File: src/rtl/hysteresis_nbr_buffer_if.sv
// Handshake and data bundle between the pixel source, the neighbour buffer
// and the combinational hysteresis classifier.
interface hysteresis_nbr_buffer_if;
    logic            in_valid;
    logic            in_ready;
    logic [7:0]      in_mag;
    logic [1:0]      in_angle;
    logic [4:0][7:0] grad_out_mag;
    logic [1:0]      grad_out_angle;
    logic            out_valid;
    logic            out_ready;
    logic [7:0]      edge_in;
    logic            frame_done;
    logic [15:0]     edge_count;

    modport slave (
        input  in_valid, in_mag, in_angle, out_ready, edge_in,
        output in_ready, grad_out_mag, grad_out_angle, out_valid, frame_done, edge_count
    );

    modport master (
        output in_valid, in_mag, in_angle, out_ready, edge_in,
        input  in_ready, grad_out_mag, grad_out_angle, out_valid, frame_done, edge_count
    );
endinterface

File: src/rtl/hysteresis_nbr_buffer.sv
// Neighbour-assembly stage ahead of the hysteresis classifier.
// Holds one pixel in an output register, and builds its causal neighbours
// (left, up-left, up, up-right) from a one-row buffer of edge decisions.
// Optional feature: define HYST_EDGE_COUNT_EN to count edge pixels per frame;
// otherwise edge_count reads as zero.
module hysteresis_nbr_buffer #(
    parameter int IMG_WIDTH  = 16,
    parameter int IMG_HEIGHT = 16
) (
    input logic                   clk,
    input logic                   n_rst,
    hysteresis_nbr_buffer_if.slave bus
);
    localparam int CW = (IMG_WIDTH  > 1) ? $clog2(IMG_WIDTH)  : 1;
    localparam int RW = (IMG_HEIGHT > 1) ? $clog2(IMG_HEIGHT) : 1;
    localparam logic [CW-1:0] COL_LAST = CW'(IMG_WIDTH - 1);
    localparam logic [RW-1:0] ROW_LAST = RW'(IMG_HEIGHT - 1);

    logic                 r_valid;
    logic [7:0]           r_mag;
    logic [1:0]           r_angle;
    logic [CW-1:0]        r_col;
    logic [RW-1:0]        r_row;
    logic [IMG_WIDTH-1:0] r_line;
    logic                 r_left;
    logic                 r_ul;
    logic                 r_frame_done;

    logic          w_in_hs;
    logic          w_out_hs;
    logic          w_e;
    logic          w_col_first;
    logic          w_col_last;
    logic          w_row_first;
    logic          w_frame_end;
    logic [CW-1:0] w_ur_idx;
    logic [7:0]    w_left;
    logic [7:0]    w_ul;
    logic [7:0]    w_up;
    logic [7:0]    w_ur;

    assign bus.in_ready = !r_valid || bus.out_ready;
    assign w_in_hs      = bus.in_valid && bus.in_ready;
    assign w_out_hs     = r_valid && bus.out_ready;
    assign w_e          = (bus.edge_in == 8'hFF);

    assign w_col_first  = (r_col == '0);
    assign w_col_last   = (r_col == COL_LAST);
    assign w_row_first  = (r_row == '0);
    assign w_frame_end  = w_col_last && (r_row == ROW_LAST);

    // Last column never reads past the buffer; its up-right is masked anyway.
    assign w_ur_idx = w_col_last ? r_col : r_col + 1'b1;

    assign w_left = w_col_first                  ? 8'h00 : {8{r_left}};
    assign w_ul   = (w_row_first || w_col_first) ? 8'h00 : {8{r_ul}};
    assign w_up   = w_row_first                  ? 8'h00 : {8{r_line[r_col]}};
    assign w_ur   = (w_row_first || w_col_last)  ? 8'h00 : {8{r_line[w_ur_idx]}};

    assign bus.grad_out_mag   = {r_mag, w_left, w_ul, w_up, w_ur};
    assign bus.grad_out_angle = r_angle;
    assign bus.out_valid      = r_valid;
    assign bus.frame_done     = r_frame_done;

    // Output register: load on input handshake, empty on a lone output handshake.
    always_ff @(posedge clk or negedge n_rst) begin
        if (!n_rst) begin
            r_valid <= 1'b0;
            r_mag   <= 8'h00;
            r_angle <= 2'd0;
        end else if (w_in_hs) begin
            r_valid <= 1'b1;
            r_mag   <= bus.in_mag;
            r_angle <= bus.in_angle;
        end else if (w_out_hs) begin
            r_valid <= 1'b0;
        end
    end

    // Neighbour state: up-left takes the old row value before it is overwritten.
    always_ff @(posedge clk or negedge n_rst) begin
        if (!n_rst) begin
            r_line <= '0;
            r_left <= 1'b0;
            r_ul   <= 1'b0;
        end else if (w_out_hs) begin
            r_ul          <= r_line[r_col];
            r_line[r_col] <= w_e;
            r_left        <= w_e;
        end
    end

    // Raster position of the pixel being presented (or the next one to arrive).
    always_ff @(posedge clk or negedge n_rst) begin
        if (!n_rst) begin
            r_col <= '0;
            r_row <= '0;
        end else if (w_out_hs) begin
            if (w_col_last) begin
                r_col <= '0;
                r_row <= (r_row == ROW_LAST) ? '0 : r_row + 1'b1;
            end else begin
                r_col <= r_col + 1'b1;
            end
        end
    end

    // One-cycle pulse after the final pixel of a frame leaves.
    always_ff @(posedge clk or negedge n_rst) begin
        if (!n_rst) begin
            r_frame_done <= 1'b0;
        end else begin
            r_frame_done <= w_out_hs && w_frame_end;
        end
    end

`ifdef HYST_EDGE_COUNT_EN
    logic [15:0] r_edge_acc;
    logic [15:0] r_edge_count;
    logic [15:0] w_acc_next;

    assign w_acc_next = (w_out_hs && w_e && (r_edge_acc != 16'hFFFF)) ?
                        r_edge_acc + 16'd1 : r_edge_acc;
    assign bus.edge_count = r_edge_count;

    // Saturating per-frame edge tally; the total includes the frame's last pixel.
    always_ff @(posedge clk or negedge n_rst) begin
        if (!n_rst) begin
            r_edge_acc   <= 16'h0000;
            r_edge_count <= 16'h0000;
        end else if (w_out_hs && w_frame_end) begin
            r_edge_count <= w_acc_next;
            r_edge_acc   <= 16'h0000;
        end else begin
            r_edge_acc   <= w_acc_next;
        end
    end
`else
    assign bus.edge_count = 16'h0000;
`endif

endmodule

File: src/flat_wrapper.sv
// flat-port wrapper written by rule: the top's interface ports become plain ports
module hysteresis_nbr_buffer_flat 
#(
    parameter int IMG_WIDTH  = 16,
    parameter int IMG_HEIGHT = 16
)
  (clk, n_rst, bus_in_valid, bus_in_mag, bus_in_angle, bus_out_ready, bus_edge_in, bus_in_ready, bus_grad_out_mag, bus_grad_out_angle, bus_out_valid, bus_frame_done, bus_edge_count);
  hysteresis_nbr_buffer_if bus_i ();
  input logic clk;
  input logic n_rst;
  input wire logic [$bits(bus_i.in_valid)-1:0] bus_in_valid;
  input wire logic [$bits(bus_i.in_mag)-1:0] bus_in_mag;
  input wire logic [$bits(bus_i.in_angle)-1:0] bus_in_angle;
  input wire logic [$bits(bus_i.out_ready)-1:0] bus_out_ready;
  input wire logic [$bits(bus_i.edge_in)-1:0] bus_edge_in;
  output wire logic [$bits(bus_i.in_ready)-1:0] bus_in_ready;
  output wire logic [$bits(bus_i.grad_out_mag)-1:0] bus_grad_out_mag;
  output wire logic [$bits(bus_i.grad_out_angle)-1:0] bus_grad_out_angle;
  output wire logic [$bits(bus_i.out_valid)-1:0] bus_out_valid;
  output wire logic [$bits(bus_i.frame_done)-1:0] bus_frame_done;
  output wire logic [$bits(bus_i.edge_count)-1:0] bus_edge_count;
  assign bus_i.in_valid = bus_in_valid;
  assign bus_i.in_mag = bus_in_mag;
  assign bus_i.in_angle = bus_in_angle;
  assign bus_i.out_ready = bus_out_ready;
  assign bus_i.edge_in = bus_edge_in;
  assign bus_in_ready = bus_i.in_ready;
  assign bus_grad_out_mag = bus_i.grad_out_mag;
  assign bus_grad_out_angle = bus_i.grad_out_angle;
  assign bus_out_valid = bus_i.out_valid;
  assign bus_frame_done = bus_i.frame_done;
  assign bus_edge_count = bus_i.edge_count;
  hysteresis_nbr_buffer #(.IMG_WIDTH(IMG_WIDTH), .IMG_HEIGHT(IMG_HEIGHT)) u_core (.clk(clk), .n_rst(n_rst), .bus(bus_i));
endmodule
File: config.mk
export PLATFORM = sky130hd
export DESIGN_NAME = hysteresis_nbr_buffer_flat
export DESIGN_NICKNAME = d
export VERILOG_FILES = /design/src/rtl/hysteresis_nbr_buffer_if.sv /design/src/rtl/hysteresis_nbr_buffer.sv /design/src/flat_wrapper.sv
export SDC_FILE = /design/constraint.sdc
export NUM_CORES = 1
export LEC_CHECK = 0
export ABC_AREA = 1
export BUFFER_PORTS_ARGS = -buffer_cell sky130_fd_sc_hd__buf_2
export CORE_AREA = 2 2 73 75
export DETAILED_ROUTE_END_ITERATION = 12
export DIE_AREA = 0 0 75 77
export PLACE_DENSITY = 0.78
export RECOVER_POWER = 25
export SYNTH_ARGS = -nofsm -noshare
export SYNTH_HDL_FRONTEND = slang
export SYNTH_SLANG_ARGS = --single-unit
File: constraint.sdc
create_clock -name clk -period 3.7 [get_ports clk]
set_input_delay 0.555 -clock clk [delete_from_list [all_inputs] [get_ports clk]]
set_output_delay 0.555 -clock clk [all_outputs]
set_load 0.05 [all_outputs]
==> summary.md <==
| Metric | Value |
|---|---|
| Synth top area share | 39.2% |
| Critical setup path kind | reg2out |
| Final WS setup | 0.378 ns |
| Status | finished with violations |
| All-Layer GR Usage | 18.2% |
| Area contributors post-synth | dfrtp_1 (39%), buf_4 (15%), nand2_1 (9.1%), nor2_1 (6.2%), mux2_2 (4.6%) |
| Share of post-route cells with drive strength above 1 | 26.6% |
| Data arrival, critical path | 2.77 ns |
| Die H | 77 um |
| Vias in the first global route | 1843 |
| CTS H-Tree Depth | 2 |
| Startpoint types | flop |
| Post-Place Setup Slack | 0.382 ns |
| Most used DFF post-synth | dfrtp_1 |
| M2 GR Usage | 28.5% |
| Clk_lat worst skew | 0.29 ns |
| R2R setup slack | 2.03 ns |
| Post-synth top area cell | dfrtp_1 |
| Area growth syn-to-layout | 7.06% |
| Initial antenna violation count | 0 |
| Failing checks | max-capacitance violations, max-slew violations |
| Multi-input logic area | 1040 sq um |
| Min Clock Period, post-route | 3.32 ns |
| Fin Setup TNS | 0 ns |
| Storage element area | 952 sq um |
| Syn Inst Count | 305 |
| Antenna-violating nets left | 0 |
| Syn_area_per_cell | 7.96 sq um |
| Hold-fix buffers, CTS | 0 |
| Fill count | 494 |
| Post-synth cell types | 25 |
| CP required | 3.14 ns |
| # diodes | 0 |
| Initial Utilization | 48.8% |
| Crit. End Element | output port |
| Finish-stage setup viols | 0 |
| GR met1 Demand/Resource | 24.0% |
| Drc violations | 0 |
| Final worst-path cycle share | 89.8% |
| Crit path max-delay cell type | dfrtp_2 |
| Vias per inst | 4.81 |
| Nets | 371 |
| Asr flop ratio synth | 100% |
| Vias | 1982 |
| DR WL/cell | 12.1 um |
| Max-slew violations | 39 |
| Post-layout instance area | 2600 sq um |
| Port Buffers | 66 |
| 1st-iter DRT viols | 90 |
| Clock tree buffer depth | 2 |
| Routed WL | 4980 um |
| Largest net degree at the start of global routing | 39 |
| FMAX | 301 MHz |
| Worst Path Max Fanout | 18 |
| Clock Sinks | 38 |
| Rel. slew slack | -32.5% |
| Die ar. | 5780 sq um |
| Synth warn | 0 |
| DP Area | 2520 sq um |
| RSZ-0062 raised after global routing | no |
| Sequential cell area fraction in the yosys report | 39.2% |
| First-pass GRT wire length | 8230 um |
| CTS Buf Count | 5 |
| Critical-path cell list | ha_1 > nand3_4 > ha_2 > inv_1 > nand2_1 > nand2_1 > nand3_1 > nand3_1 > nand3_1 > nand2_1 > nor2_2 > buf_2 |
| Tightest Pin Transition | 1.99 ns |
| # IOs | 83 |
| HP Class | reg2reg |
| Die extent in x | 75 um |
| Grt met3 use | 4.99% |
| Hold Vio Cnt, Final | 0 |
| Drt pass-1 iters | 4 |
| Max cap viols | 1 |
| CTS tree | built |
| Synth cell count leaders | nand2_1 (59), buf_4 (47), nor2_1 (40) |
| Reg clk slew, reported paths | 0.07 ns |
| Max incr delay on CP | 0.53 ns |
| GRT Max-Usage Layer | met2 |
| DP HPWL | 3780 um |
| Root Buffer | clkbuf_8 |
| Site Rows | 26 |
| Core ar. | 4980 sq um |
| Gr ovfl total | 0 |
| Cell area after synthesis | 2430 sq um |
| Register bit total from synthesis | 38 |
| Post-synth EDFFs | 0 |
| Routability Congestion | 0.869 |
| Clk_skew | 0.00632 ns |
| Count leader, synth | nand2_1 |
cells in the final DEF, fill, tap and decap left out:
master,instances
buf_2,65
nand2_1,59
nor2_1,39
dfrtp_1,37
inv_1,29
o21ai_0,20
a21oi_1,16
conb_1,16
nand3_1,14
mux2_2,10
ha_1,6
clkbuf_8,5
o211ai_1,4
nand4_1,4
clkbuf_1,3
nand2_2,2
or2_2,2
xor2_1,2
nand3_4,1
o21a_1,1
nand2_4,1
nor2_2,1
nor2_4,1
a31oi_1,1
ha_2,1
buf_4,1
dfrtp_2,1
flip-flops by register name, summed over array words and instances (netlist names):
register,flops
u_core.bus.frame_done,1
u_core.bus.grad_out_angle,2
u_core.bus.out_valid,1
u_core.r_col,4
u_core.r_left,1
u_core.r_line,16
u_core.r_mag,8
u_core.r_row,4
u_core.r_ul,1
logic make-up (layout without fill, tap and decap cells):
| group | after synthesis | in the layout | synth area share (%) |
|---|---|---|---|
| AND/OR/NAND/NOR | 124 | 124 | 21.9 |
| adder cells (fa/ha/maj) | 7 | 7 | 3.61 |
| multiplexers | 10 | 10 | 4.64 |
| XOR/XNOR | 2 | 2 | 0.721 |
| other | 1 | 16 | 0.154 |
| AO/OA/AOI/OAI | 42 | 42 | 9.22 |
| buffers and inverters | 81 | 103 | 20.6 |
| flip-flops | 38 | 38 | 39.2 |
worst max-delay path, delay by kind of cell, from the launching register on:
family                   cells  cell delay [ns]
buffers and inverters        2             0.40
adder cells (fa/ha/maj)      2             0.82
AND/OR/NAND/NOR              8             0.73
flip-flops                   1             0.53
through the flow:
step,hold WS [ns],cells,util [%]
6_report,0.483,412,52.2
5_1_grt,0.487,412,52.2
4_1_cts,0.392,412,52.1
3_5_place_dp,0.466,405,50.6
3_3_place_gp,0.463,405,50.6
2_1_floorplan,0.259,320,-
cell type report:
cell class | count | share of cell area, %
inverters | 29 | 4.19
flip-flops and latches | 38 | 36.6
repair buffers | 67 | 12.9
multi-input cells | 201 | 39.9
clock buffers | 7 | 2.94
well taps | 70 | 3.37
routing by layer:
| layer | vias up | share of wire [%] |
|---|---|---|
| met5 | - | 0 |
| met4 | 0 | 2.1 |
| met3 | 13 | 7.5 |
| met2 | 93 | 48 |
| met1 | 895 | 42 |
| li1 | 981 | - |
what timing repair did:
action,CTS,global route
gates resized for setup,0,3
endpoints found under the setup margin,0,8
setup buffers,0,0
path summary, 6_finish.rpt:
check                           startpoint                  end  cells past startpoint
max reg2reg                u_core.r_col[0]      u_core.r_row[3]                      6
min in group asynchronous            n_rst    u_core.r_line[12]                      1
max in group asynchronous            n_rst      u_core.r_col[0]                      1
max                        u_core.r_col[0]  bus_grad_out_mag[1]                     12
min reg2reg                    u_core.r_ul          u_core.r_ul                      2
min                            u_core.r_ul          u_core.r_ul                      2
Power is not shown: default switching activity piles up to over one toggle a cycle in this logic, so the estimate is an artifact.
